`src/rtl/imm_encoder.sv`:
```
// imm_encoder: inverse of the datapath immediate extender.
// Turns a 32-bit constant or signed byte offset into the 24-bit
// Instr[23:0] immediate field that the extender decodes back to that value.
//
// Ports
//   clk        system clock, rising edge
//   rst_n      synchronous active-low reset
//   in_valid   request valid
//   in_ready   block can accept a request (IDLE and not in reset)
//   in_value   constant (DP) or signed byte offset (mem, branch)
//   in_src     00 DP rotated imm, 01 memory offset, 10 branch, 11 unsupported
//   out_valid  result valid (DONE)
//   out_ready  consumer accepts result
//   out_field  encoded immediate field, 0 when not encodable
//   out_ok     value is encodable
//   out_up     memory U bit (1 = add), 0 for other sources
//
// state  | meaning
// IDLE   | waiting for a request; rotation 0 is tested at the accept edge
// SEARCH | testing one DP rotation per cycle, starting at rotation 1
// DONE   | result held until out_valid && out_ready
module imm_encoder #(
    parameter int ROT_STEPS = 16,
    parameter int MEM_MAX   = 4095
) (
    input  logic        clk,
    input  logic        rst_n,
    input  logic        in_valid,
    output logic        in_ready,
    input  logic [31:0] in_value,
    input  logic [1:0]  in_src,
    output logic        out_valid,
    input  logic        out_ready,
    output logic [23:0] out_field,
    output logic        out_ok,
    output logic        out_up
);

    typedef enum logic [1:0] {IDLE, SEARCH, DONE} state_t;

    localparam logic [3:0]         ROT_LAST = 4'(ROT_STEPS - 1);
    localparam logic signed [31:0] MEM_HI   = 32'(MEM_MAX);
    localparam logic signed [31:0] MEM_LO   = -MEM_HI;

    state_t      state;
    logic [31:0] value;
    logic [3:0]  rot;

    logic [5:0]         rol_sh;
    logic [31:0]        rol_val;
    logic signed [31:0] in_sv;
    logic               mem_ok;
    logic [11:0]        mem_mag;
    logic               br_ok;

    // ROL by 2r; a right shift by 32 yields 0, so r = 0 needs no special case.
    assign rol_sh  = {1'b0, rot, 1'b0};
    assign rol_val = (value << rol_sh) | (value >> (6'd32 - rol_sh));

    // Range check is done on the signed value first, so the magnitude only
    // needs its low 12 bits and 0x80000000 can never overflow into a result.
    assign in_sv   = $signed(in_value);
    assign mem_ok  = (in_sv >= MEM_LO) && (in_sv <= MEM_HI);
    assign mem_mag = in_value[31] ? (~in_value[11:0] + 12'd1) : in_value[11:0];

    // Word aligned and sign-extended from bit 25.
    assign br_ok = (in_value[1:0] == 2'b00) &&
                   ((in_value[31:25] == 7'h00) || (in_value[31:25] == 7'h7f));

    assign in_ready  = rst_n && (state == IDLE);
    assign out_valid = (state == DONE);

    always_ff @(posedge clk) begin
        if (!rst_n) begin
            state     <= IDLE;
            value     <= 32'd0;
            rot       <= 4'd0;
            out_field <= 24'd0;
            out_ok    <= 1'b0;
            out_up    <= 1'b0;
        end else begin
            case (state)
                IDLE: begin
                    if (in_valid) begin
                        value     <= in_value;
                        rot       <= 4'd0;
                        out_field <= 24'd0;
                        out_ok    <= 1'b0;
                        out_up    <= 1'b0;
                        state     <= DONE;
                        case (in_src)
                            2'b00: begin
                                // Rotation 0 is checked here so a plain 8-bit
                                // constant completes as fast as a memory offset.
                                if (in_value[31:8] == 24'd0) begin
                                    out_field <= {16'd0, in_value[7:0]};
                                    out_ok    <= 1'b1;
                                end else if (ROT_STEPS > 1) begin
                                    rot   <= 4'd1;
                                    state <= SEARCH;
                                end
                            end
                            2'b01: begin
                                if (mem_ok) begin
                                    out_field <= {12'd0, mem_mag};
                                    out_ok    <= 1'b1;
                                    out_up    <= ~in_value[31];
                                end
                            end
                            2'b10: begin
                                if (br_ok) begin
                                    out_field <= in_value[25:2];
                                    out_ok    <= 1'b1;
                                end
                            end
                            default: ;
                        endcase
                    end
                end
                SEARCH: begin
                    if (rol_val[31:8] == 24'd0) begin
                        out_field <= {12'd0, rot, rol_val[7:0]};
                        out_ok    <= 1'b1;
                        state     <= DONE;
                    end else if (rot == ROT_LAST) begin
                        state <= DONE;
                    end else begin
                        rot <= rot + 4'd1;
                    end
                end
                DONE: begin
                    if (out_ready) begin
                        state <= IDLE;
                    end
                end
                default: state <= IDLE;
            endcase
        end
    end

endmodule

```
`config.mk`:
```
export PLATFORM = sky130hd
export DESIGN_NAME = imm_encoder
export DESIGN_NICKNAME = d
export VERILOG_FILES = /design/src/rtl/imm_encoder.sv
export SDC_FILE = /design/constraint.sdc
export NUM_CORES = 1
export LEC_CHECK = 0
export CORE_MARGIN = 2
export CORE_UTILIZATION = 61
export DETAILED_ROUTE_END_ITERATION = 8
export PLACE_DENSITY = 0.87
export SETUP_SLACK_MARGIN = 0.1
export SKIP_LAST_GASP = 1
export SYNTH_ARGS = -nofsm -noshare
export SYNTH_HDL_FRONTEND = slang
export SYNTH_SLANG_ARGS = --single-unit
```
`constraint.sdc`:
```
create_clock -name clk -period 7.9 [get_ports clk]
set_clock_uncertainty 0.2 [all_clocks]
set_input_delay 1.58 -clock clk [delete_from_list [all_inputs] [get_ports clk]]
set_output_delay 1.58 -clock clk [all_outputs]
set_load 0.02 [all_outputs]
```
# [Yosys cells after proc, flatten, opt, wreduce, memory -nomap -nowiden]
# Cells that the tools add are included.
[word_totals] reg_bits=64 inputBits=38 output_inout_bits=28 word_cells=73
[classes] n_addsub=3 magnitude_cmp=2 n_eq_ne=12 shifts=2 muxes=30 bitwise_logic=3 n_reduce_logical=15
[ops] operator="$mux 24" count=3
[ops] operator="$pmux 24 s3" count=1
[ops] operator="$logic_not 24->1" count=2
[ops] operator="$pmux 24 s2" count=1
[ops] operator="$ge 32x13->1 const B" count=1
[ops] operator="$le 32x13->1 const B" count=1
[ops] operator="$or 32x32->32" count=1
[ops] operator="$shl 32x5->32" count=1
[ops] operator="$shr 32x6->32" count=1
[ops] operator="$mux 12" count=2
[ops] operator="$add 12x1->12 const B" count=1
[ops] operator="$mux 2" count=6
[ops] operator="$mux 4" count=3
[ops] operator="$not 12->12" count=1
[ops] operator="$mux 1" count=9
[ops] operator="$mux 8" count=1
[ops] operator="$ne 2x2->1 const B" count=4
[ops] operator="$pmux 4 s2" count=1
[ops] operator="$eq 7x7->1 const B" count=1
[ops] operator="$logic_not 7->1" count=1
[ops] operator="$logic_not 2->1" count=3
[ops] operator="$pmux 2 s3" count=1
[ops] operator="$reduce_and 3->1" count=2
[ops] operator="$sub 6x5->6 const A" count=1
[ops] operator="other kinds (14)" count=18

# [Depth between registers and ports, before layout]
[depth] ltp_word=7 ltp_mapped=16 ltp_nobuf=10

# [Worst setup path before layout]
# Ideal clock, no wire load.
[synth_timing] path_kind="input to register" start="input in_value[31]" end="register out_field[3]" setup_time_ns=0.086 t_arrival_ns=3.656 required_ns=7.614 slack_ns=3.959 path_stages=10 path_buffers=2 cell_sequence="clkbuf_1 -> nand4_1 -> or2_2 -> a211oi_1 -> and2_1 -> clkbuf_1 -> a22oi_1 -> nand2_1 -> a21oi_1 -> a211oi_1"
[synth_via] elab_chain_len=7 word_cells_on_any_way=15 classes_between="2 x order compare; 1 x eq/ne; 7 x mux; 5 x reduce/logical"
[synth_lines] element="start, declared" line_no="30" source="input logic [31:0] in_value,"
[synth_lines] element="branches (longest 4 deep; another with $ge 32x13->1)"
[synth_lines] element="$pmux 24 s3 (*)" line_no="91" source="case (in_src)"
[synth_lines] element="$mux 24 (*)" line_no="84" source="if (in_valid) begin"
[synth_lines] element="$pmux 24 s2 (*)" line_no="82" source="case (state)"
[synth_lines] element="end signal, assigned" line_no="96" source="out_field <= {16'd0, in_value[7:0]};"
[synth_lines] element="end signal, assigned" line_no="112" source="out_field <= in_value[25:2];"
[synth_lines] element="end signal, assigned" line_no="122" source="out_field <= {12'd0, rot, rol_val[7:0]};"
[synth_lines] element="end, declared" line_no="34" source="output logic [23:0] out_field,"
# Mark *: on every way between the ends. The select of a mux whose other input is x is not followed.
# A chain may end at the register's enable or synchronous reset.

# [Worst setup path in the final report]
[layout_timing] start="input rst_n" end="output in_ready"
[layout_via] elab_chain_len=1
[layout_lines] element="start, declared" line_no="27" source="input logic rst_n,"
[layout_lines] element="$logic_and 1x1->1" line_no="70" source="assign in_ready = rst_n && (state == IDLE);"
[layout_lines] element="end, declared" line_no="29" source="output logic in_ready,"
# Every way passes these cells.

==> impl_summary.txt <==
----------------------------------------------------
[Status]
  Status ... completed

[Drt]
  Vias per cell ... 7.033
  Final ANT Viol Nets ... 0
  Average wire length per cell after detail routing ... 20.61 µm
  Aggregate routed wire length ... 16.39 mm
  Remaining DRCs ... 0
  Initial detailed-routing violation count ... 522
  Overall via count from detail_route ... 5591
  Number of search-and-repair iterations in the first detailed-routing pass ... 8

[Final layout]
  Total inserted antenna cells ... 0
  Fill cell instance count of the final layout ... 648
  Final cell count without fillers ... 795
  Fraction of layout instances using a drive strength above 1 ... 0.08696
  Most used cells in the layout excluding fill and tap cells ... sky130_fd_sc_hd__nand2_1 (110), sky130_fd_sc_hd__clkdlybuf4s50_1 (65), sky130_fd_sc_hd__dfxtp_1 (63)
  Area added between synthesis and finish ... 14.14%
  Share of the core filled with cells ... 0.7202
  Most frequent standard cell in the layout excluding fill and tap cells ... sky130_fd_sc_hd__nand2_1
  Layout net count ... 727

[GRT]
  Total congestion overflow after global routing ... 0
  Initial antenna violation count ... 0
  Number of global-route vias before repair ... 4814
  GRT Total Usage ... 0.3575
  Maximum number of pins on one net before global-route repair ... 79
  Global-route wire length before repair ... 25.74 mm

[Critical path]
  Worst endpoint required time ... 6.12 ns
  Length in cells of the worst reg-to-reg path ... 12
  Startpoint kind of the worst setup timing path ... input pin
  CP arrival ... 3.55 ns
  Crit Path Category ... in2out
  End of the worst register-to-register path ... out_field[13]
  Capturing element type of the critical path ... output port
  R2R Path Start ... rot[1]
  Maximum fanout count along the critical path ... 25
  Minimum setup slack among reg-to-reg paths ... 3.14 ns

[Pwr]
  Overall Power ... 0.9714 mW
  Power density over the cells ... 163.4 mW/mm²
  Lkg Pwr ... 2.017 nW
  Worst VDD drop ... 119.5 µV

[Clocking]
  Clock transition time at the flip-flop clock pins of the worst setup and hold paths ... 0.07 ns
  Maximum buffer depth of the clock tree ... 2
  Number of buffers created by CTS ... 9
  PostCTS Resize Cnt ... 0
  Setup bufs post-CTS ... 0
  Post-CTS Hold Fix Bufs ... 0
  CTS tree ... built
  Total number of H-tree levels ... 3
  Root Driver ... sky130_fd_sc_hd__clkbuf_8
  Count of clock tree sinks ... 64
  Clock network latency to the later pin of the worst-skew pair ... 0.34 ns

[Hold path]
  Hold Crit Depth ... 2
  Startpoint of the lowest-slack hold path ... out_field[1]
  Path class of the lowest-slack min-delay path ... reg2reg
  Capture endpoint of the worst hold path ... out_field[1]

[Die]
  Effective utilization at floorplan ... 0.6309
  Die width ... 96.42 µm
  Placeable core region ... 0.008258 mm²
  Total die area ... 0.009296 mm²
  I/O pin cnt ... 66
  Overall die height ... 96.42 µm
  Number of standard-cell rows in the floorplan ... 33

[Yosys]
  Total standard cell area after synthesis ... 0.005210 mm²
  Synthesized Nets ... 714
  Number of warnings printed during yosys synthesis ... 0
  Syn_area_per_cell ... 7.753 µm²
  Post-Synthesis Cells ... 672
  Sequential element share of the synthesized area ... 0.2459
  EDFF count, synth ... 0
  Async S/R FF share, synth ... 0
  Flip-flop cell with the highest count after synthesis ... sky130_fd_sc_hd__dfxtp_1
  Number of distinct library cells after synthesis ... 74
  Post-synthesis register bit count ... 64

[Timing]
  Transition time at the pin with the least slew margin ... 1.029 ns
  Ratio of final minimum period to clock period ... 0.6742
  Worst path setup slack after routing ... 2.574 ns
  Max-slew headroom at the worst pin ... 0.3100
  Setup TNS ... 0 ns
  Total setup violations reported at the end of the flow ... 0
  Number of hold violations in the final report ... 0
  Fin crit period ... 5.326 ns
  Max Clock Freq ... 0.1877 GHz
  Max Slew Vio Count ... 0
  RSZ-0062 raised after global routing ... false

[Place]
  Number of placed instances, taps included ... 779
  Number of port buffers ... 65
  Worst setup slack after placement ... 2.617 ns
  Detailed placer's ending HPWL ... 11.64 mm
  Weighted congestion at the end of routability-driven global placement ... 1.017

[Job]
  Number of max-cap violations ... 0

----------------------------------------------------
report_power, final:
group | switching [mW] | internal, mW | total [mW] | leakage, nW
Combinational | 0.165 | 0.129 | 0.294 | 1.39
Sequential | 0.0345 | 0.339 | 0.374 | 0.523
Clock | 0.126 | 0.178 | 0.304 | 0.104
registers in the layout, summed over array words and instances, names as in the netlist:
| signal | flops |
|---|---|
| out_field | 24 |
| out_ok | 1 |
| state | 2 |
| value | 32 |
| rot | 4 |
| out_up | 1 |
kinds of logic (layout without fill, tap and decap cells):
kind of cell               after synthesis  in the layout  share of synthesized area
DFF                                     64             64                     0.2459
muxes                                   57             57                     0.1559
adders and majority gates                4              4                   0.009607
buffers and inverters                   83            101                    0.07108
AOI/OAI and AO/OA                      194            194                     0.2589
xor gates and xnor gates                 9              9                    0.01657
and+or+nand+nor                        261            261                     0.2421
layer usage:
layer | part of all wire | global-route usage | up-vias
li1 | - | - | 2547
met1 | 0.39 | 0.4868 | 2628
met2 | 0.48 | 0.5747 | 371
met3 | 0.11 | 0.07370 | 45
met4 | 0.020 | 0.1068 | 0
met5 | 0 | 0 | -
worst max path at each step:
stage	from	to	slack, ns	cells past startpoint
floorplan	rst_n	in_ready	3.96	3
global placement	rst_n	in_ready	2.64	4
detailed placement	rst_n	in_ready	2.62	4
CTS	rst_n	in_ready	2.60	4
global route	rst_n	in_ready	2.44	4
finish	rst_n	in_ready	2.57	4
area by class of cell:
type / instances / area (µm²) / share of cell area
multi-input combinational: 525 / 3561 / 0.5988
sequential: 64 / 1282 / 0.2157
timing repair buffer: 74 / 718.2 / 0.1208
clock buffer: 11 / 131.4 / 0.02209
tap: 105 / 131.4 / 0.02209
clock inverter: 5 / 81.33 / 0.01368
inverter: 11 / 41.29 / 0.006943
cells in the mapped netlist (7+ instances only):
| master | count | area (µm²) |
|---|---|---|
| sky130_fd_sc_hd__nand2b_1 | 12 | 75.07 |
| sky130_fd_sc_hd__a211oi_1 | 20 | 150.1 |
| sky130_fd_sc_hd__inv_1 | 8 | 30.03 |
| sky130_fd_sc_hd__nor4_1 | 18 | 112.6 |
| sky130_fd_sc_hd__nor2b_1 | 7 | 43.79 |
| sky130_fd_sc_hd__nor2_1 | 42 | 157.7 |
| sky130_fd_sc_hd__o21ai_0 | 28 | 140.1 |
| sky130_fd_sc_hd__a32o_1 | 13 | 130.1 |
| sky130_fd_sc_hd__mux2i_1 | 35 | 350.3 |
| sky130_fd_sc_hd__dfxtp_1 | 64 | 1281 |
| sky130_fd_sc_hd__a22oi_1 | 9 | 67.56 |
| sky130_fd_sc_hd__mux4_2 | 19 | 427.9 |
| sky130_fd_sc_hd__a21oi_1 | 56 | 280.3 |
| sky130_fd_sc_hd__clkbuf_1 | 42 | 157.7 |
| sky130_fd_sc_hd__buf_2 | 16 | 80.08 |
| sky130_fd_sc_hd__o31ai_1 | 7 | 52.55 |
| sky130_fd_sc_hd__nand3_1 | 11 | 55.05 |
| sky130_fd_sc_hd__nor3_1 | 23 | 115.1 |
| sky130_fd_sc_hd__nand2_1 | 110 | 412.9 |
critical path, stage by stage:
cell and delay (ns):
sky130_fd_sc_hd__clkdlybuf4s50_1 1.07, sky130_fd_sc_hd__nand2b_1 0.15, sky130_fd_sc_hd__nor2_1 0.13, sky130_fd_sc_hd__clkdlybuf4s50_1 0.62
per-stage QoR:
step	hold slack (ns)	area (µm²)
2_1_floorplan	0.2866	5210
3_3_place_gp	0.2385	5734
3_5_place_dp	0.2557	5734
4_1_cts	0.2706	5947
5_1_grt	0.2957	5947
6_report	0.2686	5947
No activity file was read; power rests on OpenSTA's default activity.
